==> config.mk <==
export PLATFORM = sky130hd
export DESIGN_NAME = pipe_control_flat
export DESIGN_NICKNAME = d
export VERILOG_FILES = /design/src/rtl/pipe_control_if.sv /design/src/rtl/pipe_control.sv /design/src/flat_wrapper.sv
export SDC_FILE = /design/constraint.sdc
export NUM_CORES = 1
export LEC_CHECK = 0
export CORE_ASPECT_RATIO = 0.7
export CORE_MARGIN = 2
export CORE_UTILIZATION = 50
export CTS_CLUSTER_SIZE = 40
export DETAILED_ROUTE_END_ITERATION = 10
export GPL_TIMING_DRIVEN = 0
export HOLD_SLACK_MARGIN = 0.06
export MAX_ROUTING_LAYER = met4
export PLACE_DENSITY = 0.85
export SLEW_MARGIN = 0
export SYNTH_ARGS = -nofsm -noshare
export SYNTH_HDL_FRONTEND = slang
export SYNTH_SLANG_ARGS = --single-unit
==> constraint.sdc <==
create_clock -name i_clk -period 3.9 [get_ports i_clk]
set_input_delay 1.17 -clock i_clk [delete_from_list [all_inputs] [get_ports i_clk]]
set_output_delay 1.17 -clock i_clk [all_outputs]
set_load 0.05 [all_outputs]
==> src/rtl/pipe_control_if.sv <==
// pipe_control_if: groups the ID-side inputs and staged control outputs of
// pipe_control.
//   i_con_instru / i_con_valid      instruction word in ID and its valid flag
//   i_con_stall_ext / i_con_flush   external stall and branch-taken squash
//   o_con_id_stall                  load-use stall request (combinational)
//   o_con_ex_*, o_con_mem_*, o_con_wb_*  staged control bundle
// The master modport drives the ID side; the slave modport is the controller.
interface pipe_control_if #(
  parameter int AW      = 5,
  parameter int OTHER_W = 4
);
  logic [31:0]        i_con_instru;
  logic               i_con_valid;
  logic               i_con_stall_ext;
  logic               i_con_flush;
  logic               o_con_id_stall;
  logic               o_con_ex_valid;
  logic               o_con_ex_regdst;
  logic               o_con_ex_alusrc;
  logic [1:0]         o_con_ex_aluop;
  logic [OTHER_W-1:0] o_con_ex_other;
  logic               o_con_ex_illegal;
  logic               o_con_mem_valid;
  logic               o_con_mem_read;
  logic               o_con_mem_write;
  logic               o_con_mem_branch;
  logic               o_con_wb_valid;
  logic               o_con_wb_memtoreg;
  logic               o_con_wb_regwrite;
  logic [AW-1:0]      o_con_wb_waddr;

  modport master (
    output i_con_instru, i_con_valid, i_con_stall_ext, i_con_flush,
    input  o_con_id_stall,
    input  o_con_ex_valid, o_con_ex_regdst, o_con_ex_alusrc, o_con_ex_aluop,
    input  o_con_ex_other, o_con_ex_illegal,
    input  o_con_mem_valid, o_con_mem_read, o_con_mem_write, o_con_mem_branch,
    input  o_con_wb_valid, o_con_wb_memtoreg, o_con_wb_regwrite, o_con_wb_waddr
  );

  modport slave (
    input  i_con_instru, i_con_valid, i_con_stall_ext, i_con_flush,
    output o_con_id_stall,
    output o_con_ex_valid, o_con_ex_regdst, o_con_ex_alusrc, o_con_ex_aluop,
    output o_con_ex_other, o_con_ex_illegal,
    output o_con_mem_valid, o_con_mem_read, o_con_mem_write, o_con_mem_branch,
    output o_con_wb_valid, o_con_wb_memtoreg, o_con_wb_regwrite, o_con_wb_waddr
  );
endinterface

==> src/rtl/pipe_control.sv <==
// pipe_control: pipelined MIPS main control. Decodes the ID instruction,
// stages the control bundle through EX/MEM/WB, raises a load-use stall and
// flags undefined opcodes.
//   i_clk    rising-edge clock
//   i_rst_n  asynchronous active-low reset, clears every stage
//   con      pipe_control_if.slave (ID inputs, stall/flush, staged controls)
module pipe_control #(
  parameter int AW        = 5,
  parameter int OTHER_W   = 4,
  parameter int HAZARD_EN = 1
) (
  input logic          i_clk,
  input logic          i_rst_n,
  pipe_control_if.slave con
);

  typedef struct packed {
    logic               valid;
    logic               regdst;
    logic               alusrc;
    logic [1:0]         aluop;
    logic [OTHER_W-1:0] other;
    logic               illegal;
    logic               memread;
    logic               memwrite;
    logic               branch;
    logic               memtoreg;
    logic               regwrite;
    logic [AW-1:0]      waddr;
  } ex_t;

  typedef struct packed {
    logic          valid;
    logic          memread;
    logic          memwrite;
    logic          branch;
    logic          memtoreg;
    logic          regwrite;
    logic [AW-1:0] waddr;
  } mem_t;

  typedef struct packed {
    logic          valid;
    logic          memtoreg;
    logic          regwrite;
    logic [AW-1:0] waddr;
  } wb_t;

  ex_t  ex_q, dec;
  mem_t mem_q;
  wb_t  wb_q;

  logic [5:0]    op;
  logic [AW-1:0] rs, rt, rd;
  logic [3:0]    other4;
  logic          rt_src;
  logic          id_stall;
  logic          unused_instru;

  assign op = con.i_con_instru[31:26];
  assign rs = AW'(con.i_con_instru[25:21]);
  assign rt = AW'(con.i_con_instru[20:16]);
  assign rd = AW'(con.i_con_instru[15:11]);
  assign unused_instru = ^con.i_con_instru[10:0];

  always_comb begin
    dec    = '0;
    other4 = 4'b0000;
    rt_src = 1'b0;
    casez (op)
      6'b000000: begin
        dec.regdst   = 1'b1;
        dec.regwrite = 1'b1;
        dec.aluop    = 2'b10;
        rt_src       = 1'b1;
      end
      6'b001000, 6'b001001, 6'b001100, 6'b001101,
      6'b001110, 6'b001010, 6'b001011, 6'b001111: begin
        dec.regwrite = 1'b1;
        dec.alusrc   = 1'b1;
        dec.aluop    = 2'b11;
        case (op)
          6'b001100: other4 = 4'b0001;
          6'b001101: other4 = 4'b0010;
          6'b001110: other4 = 4'b0011;
          6'b001010: other4 = 4'b0110;
          6'b001011: other4 = 4'b0111;
          6'b001111: other4 = 4'b1000;
          default:   other4 = 4'b0000;
        endcase
      end
      6'b100???: begin
        dec.regwrite = 1'b1;
        dec.alusrc   = 1'b1;
        dec.memread  = 1'b1;
        dec.memtoreg = 1'b1;
      end
      6'b101???: begin
        dec.alusrc   = 1'b1;
        dec.memwrite = 1'b1;
        rt_src       = 1'b1;
      end
      6'b000100, 6'b000101: begin
        dec.branch = 1'b1;
        dec.aluop  = 2'b11;
        other4     = op[0] ? 4'b0101 : 4'b0100;
        rt_src     = 1'b1;
      end
      default: dec.illegal = 1'b1;
    endcase
    dec.valid = 1'b1;
    dec.other = OTHER_W'(other4);
    dec.waddr = dec.regdst ? rd : rt;
    // r0 is hardwired; never report a write to it
    if (dec.waddr == '0) dec.regwrite = 1'b0;
  end

  assign id_stall = (HAZARD_EN != 0) && con.i_con_valid && ex_q.valid &&
                    ex_q.memread && (ex_q.waddr != '0) &&
                    ((ex_q.waddr == rs) || (rt_src && (ex_q.waddr == rt)));

  // Flush beats the external stall: the squash must land even while memory
  // is busy, so MEM/WB advance on either flush or no-stall.
  always_ff @(posedge i_clk or negedge i_rst_n) begin
    if (!i_rst_n) begin
      ex_q  <= '0;
      mem_q <= '0;
      wb_q  <= '0;
    end else if (con.i_con_flush || !con.i_con_stall_ext) begin
      ex_q <= (con.i_con_valid && !con.i_con_flush && !id_stall) ? dec : '0;
      mem_q.valid    <= ex_q.valid;
      mem_q.memread  <= ex_q.memread;
      mem_q.memwrite <= ex_q.memwrite;
      mem_q.branch   <= ex_q.branch;
      mem_q.memtoreg <= ex_q.memtoreg;
      mem_q.regwrite <= ex_q.regwrite;
      mem_q.waddr    <= ex_q.waddr;
      wb_q.valid     <= mem_q.valid;
      wb_q.memtoreg  <= mem_q.memtoreg;
      wb_q.regwrite  <= mem_q.regwrite;
      wb_q.waddr     <= mem_q.waddr;
    end
  end

  assign con.o_con_id_stall    = id_stall;
  assign con.o_con_ex_valid    = ex_q.valid;
  assign con.o_con_ex_regdst   = ex_q.regdst;
  assign con.o_con_ex_alusrc   = ex_q.alusrc;
  assign con.o_con_ex_aluop    = ex_q.aluop;
  assign con.o_con_ex_other    = ex_q.other;
  assign con.o_con_ex_illegal  = ex_q.illegal;
  assign con.o_con_mem_valid   = mem_q.valid;
  assign con.o_con_mem_read    = mem_q.memread;
  assign con.o_con_mem_write   = mem_q.memwrite;
  assign con.o_con_mem_branch  = mem_q.branch;
  assign con.o_con_wb_valid    = wb_q.valid;
  assign con.o_con_wb_memtoreg = wb_q.memtoreg;
  assign con.o_con_wb_regwrite = wb_q.regwrite;
  assign con.o_con_wb_waddr    = wb_q.waddr;

endmodule

==> src/flat_wrapper.sv <==
// flat-port wrapper written by rule: the top's interface ports become plain ports
module pipe_control_flat 
#(
  parameter int AW        = 5,
  parameter int OTHER_W   = 4,
  parameter int HAZARD_EN = 1
)
  (i_clk, i_rst_n, con_i_con_instru, con_i_con_valid, con_i_con_stall_ext, con_i_con_flush, con_o_con_id_stall, con_o_con_ex_valid, con_o_con_ex_regdst, con_o_con_ex_alusrc, con_o_con_ex_aluop, con_o_con_ex_other, con_o_con_ex_illegal, con_o_con_mem_valid, con_o_con_mem_read, con_o_con_mem_write, con_o_con_mem_branch, con_o_con_wb_valid, con_o_con_wb_memtoreg, con_o_con_wb_regwrite, con_o_con_wb_waddr);
  pipe_control_if #(.AW(AW), .OTHER_W(OTHER_W)) con_i ();
  input logic i_clk;
  input logic i_rst_n;
  input wire logic [$bits(con_i.i_con_instru)-1:0] con_i_con_instru;
  input wire logic [$bits(con_i.i_con_valid)-1:0] con_i_con_valid;
  input wire logic [$bits(con_i.i_con_stall_ext)-1:0] con_i_con_stall_ext;
  input wire logic [$bits(con_i.i_con_flush)-1:0] con_i_con_flush;
  output wire logic [$bits(con_i.o_con_id_stall)-1:0] con_o_con_id_stall;
  output wire logic [$bits(con_i.o_con_ex_valid)-1:0] con_o_con_ex_valid;
  output wire logic [$bits(con_i.o_con_ex_regdst)-1:0] con_o_con_ex_regdst;
  output wire logic [$bits(con_i.o_con_ex_alusrc)-1:0] con_o_con_ex_alusrc;
  output wire logic [$bits(con_i.o_con_ex_aluop)-1:0] con_o_con_ex_aluop;
  output wire logic [$bits(con_i.o_con_ex_other)-1:0] con_o_con_ex_other;
  output wire logic [$bits(con_i.o_con_ex_illegal)-1:0] con_o_con_ex_illegal;
  output wire logic [$bits(con_i.o_con_mem_valid)-1:0] con_o_con_mem_valid;
  output wire logic [$bits(con_i.o_con_mem_read)-1:0] con_o_con_mem_read;
  output wire logic [$bits(con_i.o_con_mem_write)-1:0] con_o_con_mem_write;
  output wire logic [$bits(con_i.o_con_mem_branch)-1:0] con_o_con_mem_branch;
  output wire logic [$bits(con_i.o_con_wb_valid)-1:0] con_o_con_wb_valid;
  output wire logic [$bits(con_i.o_con_wb_memtoreg)-1:0] con_o_con_wb_memtoreg;
  output wire logic [$bits(con_i.o_con_wb_regwrite)-1:0] con_o_con_wb_regwrite;
  output wire logic [$bits(con_i.o_con_wb_waddr)-1:0] con_o_con_wb_waddr;
  assign con_i.i_con_instru = con_i_con_instru;
  assign con_i.i_con_valid = con_i_con_valid;
  assign con_i.i_con_stall_ext = con_i_con_stall_ext;
  assign con_i.i_con_flush = con_i_con_flush;
  assign con_o_con_id_stall = con_i.o_con_id_stall;
  assign con_o_con_ex_valid = con_i.o_con_ex_valid;
  assign con_o_con_ex_regdst = con_i.o_con_ex_regdst;
  assign con_o_con_ex_alusrc = con_i.o_con_ex_alusrc;
  assign con_o_con_ex_aluop = con_i.o_con_ex_aluop;
  assign con_o_con_ex_other = con_i.o_con_ex_other;
  assign con_o_con_ex_illegal = con_i.o_con_ex_illegal;
  assign con_o_con_mem_valid = con_i.o_con_mem_valid;
  assign con_o_con_mem_read = con_i.o_con_mem_read;
  assign con_o_con_mem_write = con_i.o_con_mem_write;
  assign con_o_con_mem_branch = con_i.o_con_mem_branch;
  assign con_o_con_wb_valid = con_i.o_con_wb_valid;
  assign con_o_con_wb_memtoreg = con_i.o_con_wb_memtoreg;
  assign con_o_con_wb_regwrite = con_i.o_con_wb_regwrite;
  assign con_o_con_wb_waddr = con_i.o_con_wb_waddr;
  pipe_control #(.AW(AW), .OTHER_W(OTHER_W), .HAZARD_EN(HAZARD_EN)) u_core (.i_clk(i_clk), .i_rst_n(i_rst_n), .con(con_i));
endmodule
# --- Yosys cells after proc, flatten, opt, wreduce, memory -nomap -nowiden ---
# Cells that the tools add are included.
totals:
  regBits: 39
  input_bits: 37
  wordCells: 74
classes:
  n_eq_ne: 14
  muxes: 15
  n_reduce_logical: 22
ops:
  columns: ["op", "count"]
  rows:
  - ["$eq 6x4->1 const B", 8]
  - ["$reduce_or 10->1", 3]
  - ["$pmux 4 s6", 1]
  - ["$mux 20", 1]
  - ["$reduce_or 13->1", 1]
  - ["$eq 6x3->1 const B", 2]
  - ["$eq 5x5->1", 2]
  - ["$mux 1", 10]
  - ["$pmux 4 s2", 1]
  - ["$reduce_or 8->1", 1]
  - ["$logic_and 1x1->1", 7]
  - ["$eq 3x3->1 const B", 2]
  - ["$logic_not 6->1", 1]
  - ["$logic_not 5->1", 1]
  - ["$mux 5", 1]
  - ["$reduce_bool 5->1", 1]
  - ["$pmux 2 s2", 1]
  - ["$reduce_or 4->1", 1]
  - ["$logic_not 1->1", 3]
  - ["$logic_or 1x1->1", 2]
  - ["$reduce_or 2->1", 1]

# --- Logic depth before layout (Yosys ltp) ---
# Gate-level depths: netlist of the first run.
logic_depth:
  depth_word: 9
  mapped_depth: 7
  mapped_depth_nobuf: 5

# --- Least setup slack after synthesis of the first run ---
# Ideal clock, no wire load.
synth_timing:
  kind: "input to output"
  startpoint: "input port con_i_con_instru[28]"
  endpoint: "output port con_o_con_id_stall"
  arrival_time_ns: 2.338
  required_ns: 2.730
  setup_slack_ns: 0.392
  cell_stages: 6
  path_buffers: 1
  cell_sequence: "buf_4 > inv_2 > a2111oi_4 > o2111ai_2 > and2_1 > inv_1"
synth_between:
  elab_chain_len: 6
  word_cells_on_any_way: 8
  classes_between: "eq/ne (2); mux (1); reduce/logical (5)"
synth_lines:
  columns: ["element", "line_no", "rtl"]
  rows:
  - ["start, declared", "flat_wrapper.sv:12", "input wire logic [$bits(con_i.i_con_instru)-1:0] con_i_con_instru;"]
  - ["$eq 6x3->1 or $logic_not 6->1 (tied branches)", "pipe_control.sv:70", "casez (op)"]
  - ["$reduce_or 4->1 (no source line) (*)", null, null]
  - ["$mux 1 (*)", "pipe_control.sv:70", null]
  - ["$logic_and 1x1->1 (*)", "pipe_control.sv:120", "((ex_q.waddr == rs) || (rt_src && (ex_q.waddr == rt)));"]
  - ["$logic_or 1x1->1 (*)", "pipe_control.sv:120", null]
  - ["$logic_and 1x1->1 (*)", "pipe_control.sv:119", "ex_q.memread && (ex_q.waddr != '0) &&"]
  - ["end, declared", "flat_wrapper.sv:16", "output wire logic [$bits(con_i.o_con_id_stall)-1:0] con_o_con_id_stall;"]
# Every way passes the cells marked *; elsewhere a longest branch is shown, timed or not.

# --- Worst setup path after layout of the first run ---
layout_timing:
  startpoint: "input port con_i_con_valid"
  endpoint: "output port con_o_con_id_stall"
layout_between:
  elab_chain_len: 4
layout_lines:
  columns: ["element", "line_no", "rtl"]
  rows:
  - ["start, declared", "flat_wrapper.sv:13", "input wire logic [$bits(con_i.i_con_valid)-1:0] con_i_con_valid;"]
  - ["$logic_and 1x1->1 (2 in series)", "pipe_control.sv:118", "assign id_stall = (HAZARD_EN != 0) && con.i_con_valid && ex_q.valid &&"]
  - ["$logic_and 1x1->1 (2 in series)", "pipe_control.sv:119", null]
# Every way passes these cells.

==> flow_metrics.py, run 1 <==
metrics = {
    "run_status": {
        "status": "finished clean",
    },
    "sta": {
        "finalHoldViolations": 0,
        "finalMaxSlewViolations": 0,
        "rsz0062_at_grt": "false",
        "fmax_mhz": 263,
        "setup_viol": 0,
        "slew_headroom": 0.465,
        "whs_ns": 0.482,
        "clock_skew_ns": 0.0101,
        "tightest_slew_ns": 0.803,
        "finalWorstSetupSlack_ns": 0.103,
        "finalCriticalPeriod_ns": 3.80,
        "final.setup.tns_ns": 0,
        "finalCritPeriodShare": 0.974,
    },
    "floorplanning": {
        "start_util": 0.529,
        "core_region_area_um2": 3580,
        "io_pins": 60,
        "rows": 18,
        "dieArea_um2": 4300,
        "die_w_um": 77.5,
        "die_y_um": 55.5,
    },
    "clock_network": {
        "clock_latency_ns": 0.29,
        "cts_hold_buf": 0,
        "cts_htree_levels": 2,
        "cts_root_buf": "clkbuf_8",
        "cts_made_buffers": 5,
        "clk_pin_slew_ns": 0.07,
        "cts_tree": "built",
        "cts_sinks": 37,
        "cts_buffer_depth": 2,
    },
    "setup_path": {
        "crit_path_end_kind": "output pin",
        "cp_max_fo": 3,
        "rr_worst_depth": 7,
        "worstSetupPathType": "in2out",
        "timing.rr.end": "u_core.con.o_con_ex_regdst",
        "cp_cell_sequence": "clkdlybuf4s50_1 > nand3_1 > a21oi_1 > nand4_1 > and2_1 > inv_1 > buf_6",
        "cp.arrival_ns": 2.63,
        "critPathMaxStageDelay_ns": 0.54,
        "endpoint": "con_o_con_id_stall",
        "cp.required_ns": 2.73,
        "crit_path_start": "con_i_con_valid",
        "worstSetupStartpointType": "input port",
        "r2r_start": "u_core.ex_q[3]",
        "crit_path_top_delay_cell": "clkdlybuf4s50_1",
        "rrSetupSlack_ns": 2.09,
    },
    "power_and_ir_drop": {
        "vdd.ir_drop.worst_v": 0.000195,
        "powerDensity_nw_per_um2": 324,
        "leakage_nw": 1.18,
    },
    "logic_synthesis": {
        "async_reset_ff_frac": 1.00,
        "syn_nets": 207,
        "synth_edf_count": 0,
        "yosysWarnings": 0,
        "synth_area_um2": 1890,
        "seq_area_frac_synth": 0.489,
        "yosysUniqueCellTypes": 35,
        "synth.area.top_cells": "dfrtp_1 49%, mux2_2 11%, nand2_1 4.4%, o21ai_2 4.2%, xor2_1 3.7%",
        "ys.flop_type": "dfrtp_1",
        "syn_area_per_cell_um2": 11.1,
        "synth.most_common_cell": "dfrtp_1",
        "ys_top_cells_by_count": "37 x dfrtp_1, 22 x nand2_1, 18 x mux2_2",
        "synth_top_cell_area_share": 0.489,
        "netlist_instances": 170,
        "synth.largest_area_cell": "dfrtp_1",
        "ys_ff_latch": 37,
    },
    "routing": {
        "avgRoutedWirePerCell_um": 14.6,
        "vias": 1453,
        "vias_per_cell": 5.30,
        "drc_errors": 0,
        "wl_um": 4000,
        "drtPass1Iterations": 4,
        "drtAntennaViolNets": 0,
        "drt_iter0_markers": 85,
    },
    "min_path": {
        "hold_class": "reg2reg",
        "hold_start": "u_core.ex_q[8]",
    },
    "global_route": {
        "track_usage": 0.217,
        "overflow": 0,
        "grt_pass1_vias": 1418,
        "grt_first_pass_wirelength_um": 6940,
        "grt_max_degree": 38,
        "antenna_found_initial": 0,
    },
    "finish": {
        "nets": 260,
        "diodes": 0,
        "drive_gt1_frac": 0.259,
        "area_delta_synth_final_pct": 32.0,
    },
    "place": {
        "pre_cts_slack_ns": -0.636,
        "place_congestion": 0.897,
        "place_hpwl_um": 2990,
        "port_buffers": 44,
    },
    "run": {
        "drv_cap": 0,
    },
}
-- routing by layer --
layer | wire length (µm) | GRT usage
met5 | 0 | -
met4 | 48 | 0.0612
met3 | 276 | 0.0556
met2 | 1820 | 0.312
met1 | 1860 | 0.308
-- where the power goes --
part           switching [mW]  total [mW]  internal [mW]
sequential            0.00939       0.406          0.397
clock                   0.132       0.258          0.126
combinational          0.0820       0.144         0.0622
total                   0.223       0.808          0.585
-- worst min path at each step --
stage	to	depth (start not counted)	slack, ns
after CTS	u_core.ex_q[8]	2	0.48
final	u_core.ex_q[8]	2	0.48
after global placement	u_core.ex_q[8]	2	0.46
after global routing	u_core.ex_q[7]	2	0.50
after floorplan	u_core.ex_q[7]	2	0.44
after detailed placement	u_core.ex_q[8]	2	0.46
-- cells in the final DEF (no fill, tap or decap), types with 3 or more instances in the layout --
cell type,n
clkbuf_1,4
clkdlybuf4s50_1,39
xor2_1,8
xnor2_1,4
nor2_1,10
buf_4,10
nand2_1,22
inv_1,3
o21ai_2,9
dlymetal6s2s_1,3
clkbuf_8,6
mux2_2,18
dfrtp_1,37
buf_6,3
o31ai_1,3
nor3_1,3
mux2i_1,6
nand3_1,4
buf_2,4
o21ai_0,4
a21oi_1,4
-- area by class of cell --
cell class,count,area [µm²]
Inverter,4,15.0
Sequential cell,37,926
Multi-Input combinational cell,113,833
Tap cell,50,62.6
Timing Repair Buffer,46,459
Clock inverter,1,7.51
Clock buffer,7,76.3
Buffer,16,119
Fill cell,270,1080
-- sequential cells by signal (all words and copies together), names as in the netlist --
name / flops
u_core.con.o_con_mem_branch: 1
u_core.con.o_con_ex_other: 4
u_core.con.o_con_ex_aluop: 2
u_core.con.o_con_ex_regdst: 1
u_core.con.o_con_mem_write: 1
u_core.con.o_con_ex_valid: 1
u_core.con.o_con_ex_alusrc: 1
u_core.con.o_con_wb_regwrite: 1
u_core.con.o_con_mem_read: 1
u_core.mem_q: 6
u_core.con.o_con_wb_waddr: 5
u_core.con.o_con_wb_valid: 1
u_core.con.o_con_wb_memtoreg: 1
u_core.con.o_con_ex_illegal: 1
u_core.con.o_con_mem_valid: 1
u_core.ex_q: 9
-- metrics by stage --
step / utilization / cell area [µm²] / std cells / total power [mW]
floorplan: - / 1890 / 170 / 0.496
global placement: 0.669 / 2400 / 264 / 0.556
detailed placement: 0.668 / 2390 / 264 / 0.559
CTS: 0.695 / 2490 / 274 / 0.815
global route: 0.698 / 2500 / 274 / 0.846
finish: 0.698 / 2500 / 274 / 0.808
-- repair_timing --
item | 4_1_cts | 5_1_grt
setup buffers | 2 | 0
resized for setup | 6 | 4
pin swaps | 2 | 2
setup endpoints to repair | 1 | 1
-- worst max-delay path, delay by kind of cell --
| kind | cells | cell delay [ns] |
|---|---|---|
| AOI/OAI and AO/OA | 1 | 0.22 |
| buffers and inverters | 3 | 0.76 |
| and+or+nand+nor | 3 | 0.48 |
-- kinds of logic (layout without fill, tap and decap cells) --
family / Yosys count / after routing / share of synthesized area
XOR/XNOR: 12 / 12 / 0.0555
flip-flops: 37 / 37 / 0.489
buffers and inverters: 20 / 74 / 0.0707
multiplexers: 24 / 24 / 0.139
AND/OR/NAND/NOR: 52 / 52 / 0.134
AO/OA/AOI/OAI: 25 / 25 / 0.112
No activity file was read; power rests on OpenSTA's default activity.
==> inputs of run 2 (changes only) <==
Settings changed: PLACE_DENSITY 0.85 to 0.89.
==> run 2 against run 1 <==
Via count rose by 1.8%. Count of clock-buffer cells in the layout is 1 lower. Sequential share of layout area down 0.57 points. Largest cell class unchanged. Critical path depth fell by 1. Register-to-register slack barely moved. Wire length rose by 2.8%. Largest power group unchanged.
==> flow_metrics.py, run 2 (synthesis results as in run 1) <==
metrics = {
    "finish": {
        "largest_register_ffs": 9,
        "mostFrequentLayoutCell": "clkdlybuf4s50_1",
        "final_util": 0.709,
        "nets": 260,
        "instances_no_fill": 274,
        "diodes": 0,
        "layout_common_cells": "39 x clkdlybuf4s50_1, 37 x dfrtp_1, 22 x nand2_1",
        "largest-register": "u_core.ex_q",
        "drive_gt1_frac": 0.272,
        "area_delta_synth_final_pct": 34.0,
    },
    "power_and_ir_drop": {
        "p_int_mw": 0.667,
        "swShare": 0.263,
        "leakage_nw": 1.20,
        "p_clk_frac": 0.391,
        "p_sw_mw": 0.238,
        "vdd.ir_drop.worst_v": 0.000280,
        "p_total_mw": 0.905,
        "p_comb_frac": 0.159,
        "seq_power_share": 0.449,
        "powerDensity_nw_per_um2": 357,
    },
    "floorplanning": {
        "io_pins": 60,
        "die_y_um": 55.5,
        "start_util": 0.529,
        "dieArea_um2": 4300,
        "core_region_area_um2": 3580,
        "rows": 18,
        "die_w_um": 77.5,
    },
    "setup_path": {
        "cp_cell_sequence": "clkdlybuf4s50_1 > a2111oi_4 > o2111ai_2 > and2_4 > inv_1 > buf_6",
        "worstSetupPathType": "in2out",
        "crit_buf_inv": 3,
        "cp.arrival_ns": 2.69,
        "critPathTopFamily": "buffers and inverters",
        "crit_path_end_kind": "output pin",
        "critPathMaxStageDelay_ns": 0.58,
        "cp_max_fo": 6,
        "worstSetupStartpointType": "input port",
        "crit_path_top_delay_cell": "clkdlybuf4s50_1",
        "cp.required_ns": 2.73,
    },
    "routing": {
        "drc_errors": 0,
        "drtPass1Iterations": 4,
        "drt_iter0_markers": 90,
        "avgRoutedWirePerCell_um": 15.0,
        "wl_um": 4120,
        "drtAntennaViolNets": 0,
        "vias": 1479,
        "vias_per_cell": 5.40,
    },
    "sta": {
        "finalCritPeriodShare": 0.989,
        "setup_viol": 0,
        "final.setup.tns_ns": 0,
        "slew_headroom": 0.477,
        "finalHoldViolations": 0,
        "clock_skew_ns": 0.0110,
        "finalCriticalPeriod_ns": 3.86,
        "tightest_slew_ns": 0.784,
        "finalWorstSetupSlack_ns": 0.0417,
        "finalMaxSlewViolations": 0,
        "fmax_mhz": 259,
    },
    "clock_network": {
        "cts_buffer_depth": 2,
        "clock_latency_ns": 0.31,
        "cts_sinks": 37,
        "cts_htree_levels": 2,
        "cts_made_buffers": 5,
        "cts_hold_buf": 0,
        "clk_pin_slew_ns": 0.08,
        "cts_root_buf": "clkbuf_8",
        "cts_tree": "built",
    },
    "global_route": {
        "grt_pass1_vias": 1459,
        "grt_max_degree": 38,
        "antenna_found_initial": 0,
        "track_usage": 0.219,
        "grt_first_pass_wirelength_um": 6970,
        "overflow": 0,
    },
    "place": {
        "port_buffers": 44,
        "place_congestion": 0.886,
        "place_hpwl_um": 2970,
        "dp.cells": 264,
        "pre_cts_slack_ns": -0.629,
    },
    "min_path": {
        "hold_class": "reg2reg",
    },
    "run": {
        "drv_cap": 0,
    },
    "run_status": {
        "status": "finished clean",
    },
}
-- run 2: worst paths after layout --
path	from	to	slack, ns	depth (start not counted)
worst max-delay path	con_i_con_instru[26]	con_o_con_id_stall	0.04	6
worst min-delay path	u_core.ex_q[8]	u_core.ex_q[8]	0.48	2
worst min register to register	u_core.ex_q[8]	u_core.ex_q[8]	0.48	2
max in group asynchronous	i_rst_n	u_core.con.o_con_ex_illegal	2.46	1
min in group asynchronous	i_rst_n	u_core.con.o_con_mem_branch	0.94	1
worst max register to register	u_core.ex_q[3]	u_core.con.o_con_ex_regdst	2.08	7
-- run 2: power groups by stage --
stage	Clock, mW	Sequential [mW]	Combinational (mW)
2_1_floorplan	0	0.437	0.0591
3_3_place_gp	0	0.413	0.142
3_5_place_dp	0	0.414	0.144
4_1_cts	0.356	0.407	0.145
5_1_grt	0.375	0.409	0.155
6_report	0.354	0.407	0.144
-- run 2: routing by layer --
layer,up-vias,track usage,wire length [µm]
met3,16,0.0670,298
met1,708,0.284,1820
met5,-,-,0
met4,0,0.125,134
met2,64,0.304,1860
li1,691,-,-
-- run 2: worst min-delay path, delay by kind of cell (launching register included) --
family	cells	cell delay, ns
simple gates	1	0.05
compound gates	1	0.05
flops	1	0.35
-- run 2: final cells by class --
type | count | area (µm²)
well taps | 50 | 62.6
multi-input cells | 113 | 836
clock inverters | 2 | 37.5
plain buffers | 16 | 119
repair buffers | 46 | 459
flip-flops and latches | 37 | 926
clock buffers | 6 | 82.6
inverters | 4 | 15.0
fillers | 274 | 1040
-- run 2: timing repair --
| item | 4_1_cts | 5_1_grt |
|---|---|---|
| setup endpoints to repair | 1 | 1 |
| pin swaps | 1 | 3 |
| resized for setup | 6 | 5 |
| buffers inserted | 1 | 1 |
-- run 2: through the flow --
| stage | hold slack (ns) | cell area, µm² |
|---|---|---|
| after floorplan | 0.445 | 1890 |
| after global placement | 0.463 | 2400 |
| after detailed placement | 0.472 | 2390 |
| after CTS | 0.490 | 2520 |
| after global routing | 0.519 | 2540 |
| final | 0.483 | 2540 |
==> inputs of run 3 (changes only) <==
Settings changed: CORE_MARGIN 2 to unset.
==> run 3 against run 2 <==
Power is 0.65% lower. Count of clock-buffer cells in the layout stayed put. Final area hardly changed. Flip-flop and latch count stayed put. Combinational power hardly changed. Wire length hardly changed. Core utilization is 0.070 points lower. Maximum frequency is 1.0% lower. Worst setup slack worse by 0.039 ns. Global-route usage is 0.96 points higher. Final cell count stayed put.
==> flow_metrics.py, run 3 (synthesis results as in run 1) <==
metrics = {
    "run_status": {
        "status": "finished clean",
    },
    "global_route": {
        "grt.busiest_layer": "met2",
        "grtUsageMet3": 0.0533,
        "grt_max_degree": 38,
        "grt_first_pass_wirelength_um": 6430,
        "antenna_found_initial": 0,
        "overflow": 0,
        "grtUsageMet1": 0.310,
        "grt_pass1_vias": 1380,
        "use_met2": 0.345,
        "track_usage": 0.229,
    },
    "clock_network": {
        "cts_made_buffers": 5,
        "cts_root_buf": "clkbuf_8",
        "cts_tree": "built",
        "clock_latency_ns": 0.29,
        "clk_pin_slew_ns": 0.07,
        "cts_buffer_depth": 2,
        "cts_htree_levels": 2,
        "cts_hold_buf": 0,
        "cts_sinks": 37,
    },
    "setup_path": {
        "worstSetupPathType": "in2out",
        "crit_path_end_kind": "output pin",
        "cp_max_fo": 3,
        "cp.required_ns": 2.73,
        "cp.arrival_ns": 2.73,
        "rrSetupSlack_ns": 1.97,
        "worstSetupStartpointType": "input port",
    },
    "routing": {
        "wl_um": 4110,
        "vias_per_cell": 5.32,
        "drtAntennaViolNets": 0,
        "drc_errors": 0,
        "drtPass1Iterations": 4,
        "drt_iter0_markers": 88,
        "avgRoutedWirePerCell_um": 15.0,
        "vias": 1457,
    },
    "sta": {
        "finalWorstSetupSlack_ns": 0.00257,
        "finalCritPeriodShare": 0.999,
        "finalCriticalPeriod_ns": 3.90,
        "clock_skew_ns": 0.00461,
        "setup_viol": 0,
        "fmax_mhz": 257,
        "slew_headroom": 0.456,
        "finalHoldViolations": 0,
        "final.setup.tns_ns": 0,
        "finalMaxSlewViolations": 0,
        "tightest_slew_ns": 0.816,
    },
    "place": {
        "placed_area_um2": 2390,
        "port_buffers": 44,
        "place_hpwl_um": 2810,
        "place_congestion": 0.873,
        "pre_cts_slack_ns": -0.642,
    },
    "power_and_ir_drop": {
        "p_total_mw": 0.899,
        "leakage_nw": 1.19,
        "vdd.ir_drop.worst_v": 0.000268,
        "powerDensity_nw_per_um2": 355,
    },
    "floorplanning": {
        "dieArea_um2": 4040,
        "die_w_um": 75.5,
        "rows": 18,
        "die_y_um": 53.5,
        "io_pins": 60,
        "core_region_area_um2": 3580,
        "start_util": 0.529,
    },
    "finish": {
        "layout_common_cells": "40 x clkdlybuf4s50_1, 37 x dfrtp_1, 22 x nand2_1",
        "nets": 260,
        "fin_area_um2": 2530,
        "drive_gt1_frac": 0.272,
        "largest-register": "u_core.ex_q",
        "area_delta_synth_final_pct": 33.9,
        "largest_register_ffs": 9,
        "diodes": 0,
        "mostFrequentLayoutCell": "clkdlybuf4s50_1",
    },
    "run": {
        "drv_cap": 0,
    },
    "min_path": {
        "hold_class": "reg2reg",
    },
}
==> run 3: worst paths after layout <==
check	from	end	depth (start not counted)
max	con_i_con_valid	con_o_con_id_stall	7
min	u_core.con.o_con_ex_illegal	u_core.con.o_con_ex_illegal	2
max reg2reg	u_core.ex_q[3]	u_core.con.o_con_ex_regdst	7
min reg2reg	u_core.con.o_con_ex_illegal	u_core.con.o_con_ex_illegal	2
max in group asynchronous	i_rst_n	u_core.con.o_con_ex_other[0]	1
min in group asynchronous	i_rst_n	u_core.ex_q[8]	1
==> run 3: stage by stage <==
step	hold slack, ns	util	instances
3_5_place_dp	0.472	0.668	264
2_1_floorplan	0.445	-	170
5_1_grt	0.516	0.708	274
6_report	0.487	0.708	274
3_3_place_gp	0.465	0.669	264
4_1_cts	0.489	0.703	273
==> run 3: layout make-up <==
cell class | instances | area, µm²
Timing Repair Buffer | 46 | 457
Clock buffer | 6 | 82.6
Tap cell | 50 | 62.6
Clock inverter | 2 | 37.5
Sequential cell | 37 | 926
Inverter | 4 | 15.0
Multi-Input combinational cell | 113 | 836
Fill cell | 264 | 1050
Buffer | 16 | 119
==> run 3: worst max-delay path: stages <==
cell and delay (ns):
clkdlybuf4s50_1 0.54, nand3_1 0.13, a21oi_1 0.28, o2111ai_2 0.19
and2_4 0.21, inv_1 0.06, buf_6 0.15
==> run 3: metal layers <==
| layer | up-vias | routed length (µm) |
|---|---|---|
| met5 | - | 0 |
| met4 | 0 | 23 |
| met3 | 5 | 243 |
| met2 | 52 | 1940 |
| met1 | 709 | 1900 |
| li1 | 691 | - |
==> run 3: where the power goes <==
group          internal [mW]  switching (mW)  total (mW)
clock                  0.208           0.140       0.347
sequential             0.397         0.00985       0.406
combinational         0.0623          0.0827       0.145
==> run 3: timing repair <==
action,CTS,global route
setup endpoints to repair,1,1
buffers inserted,1,1
resized for setup,6,4
pin swaps,1,3
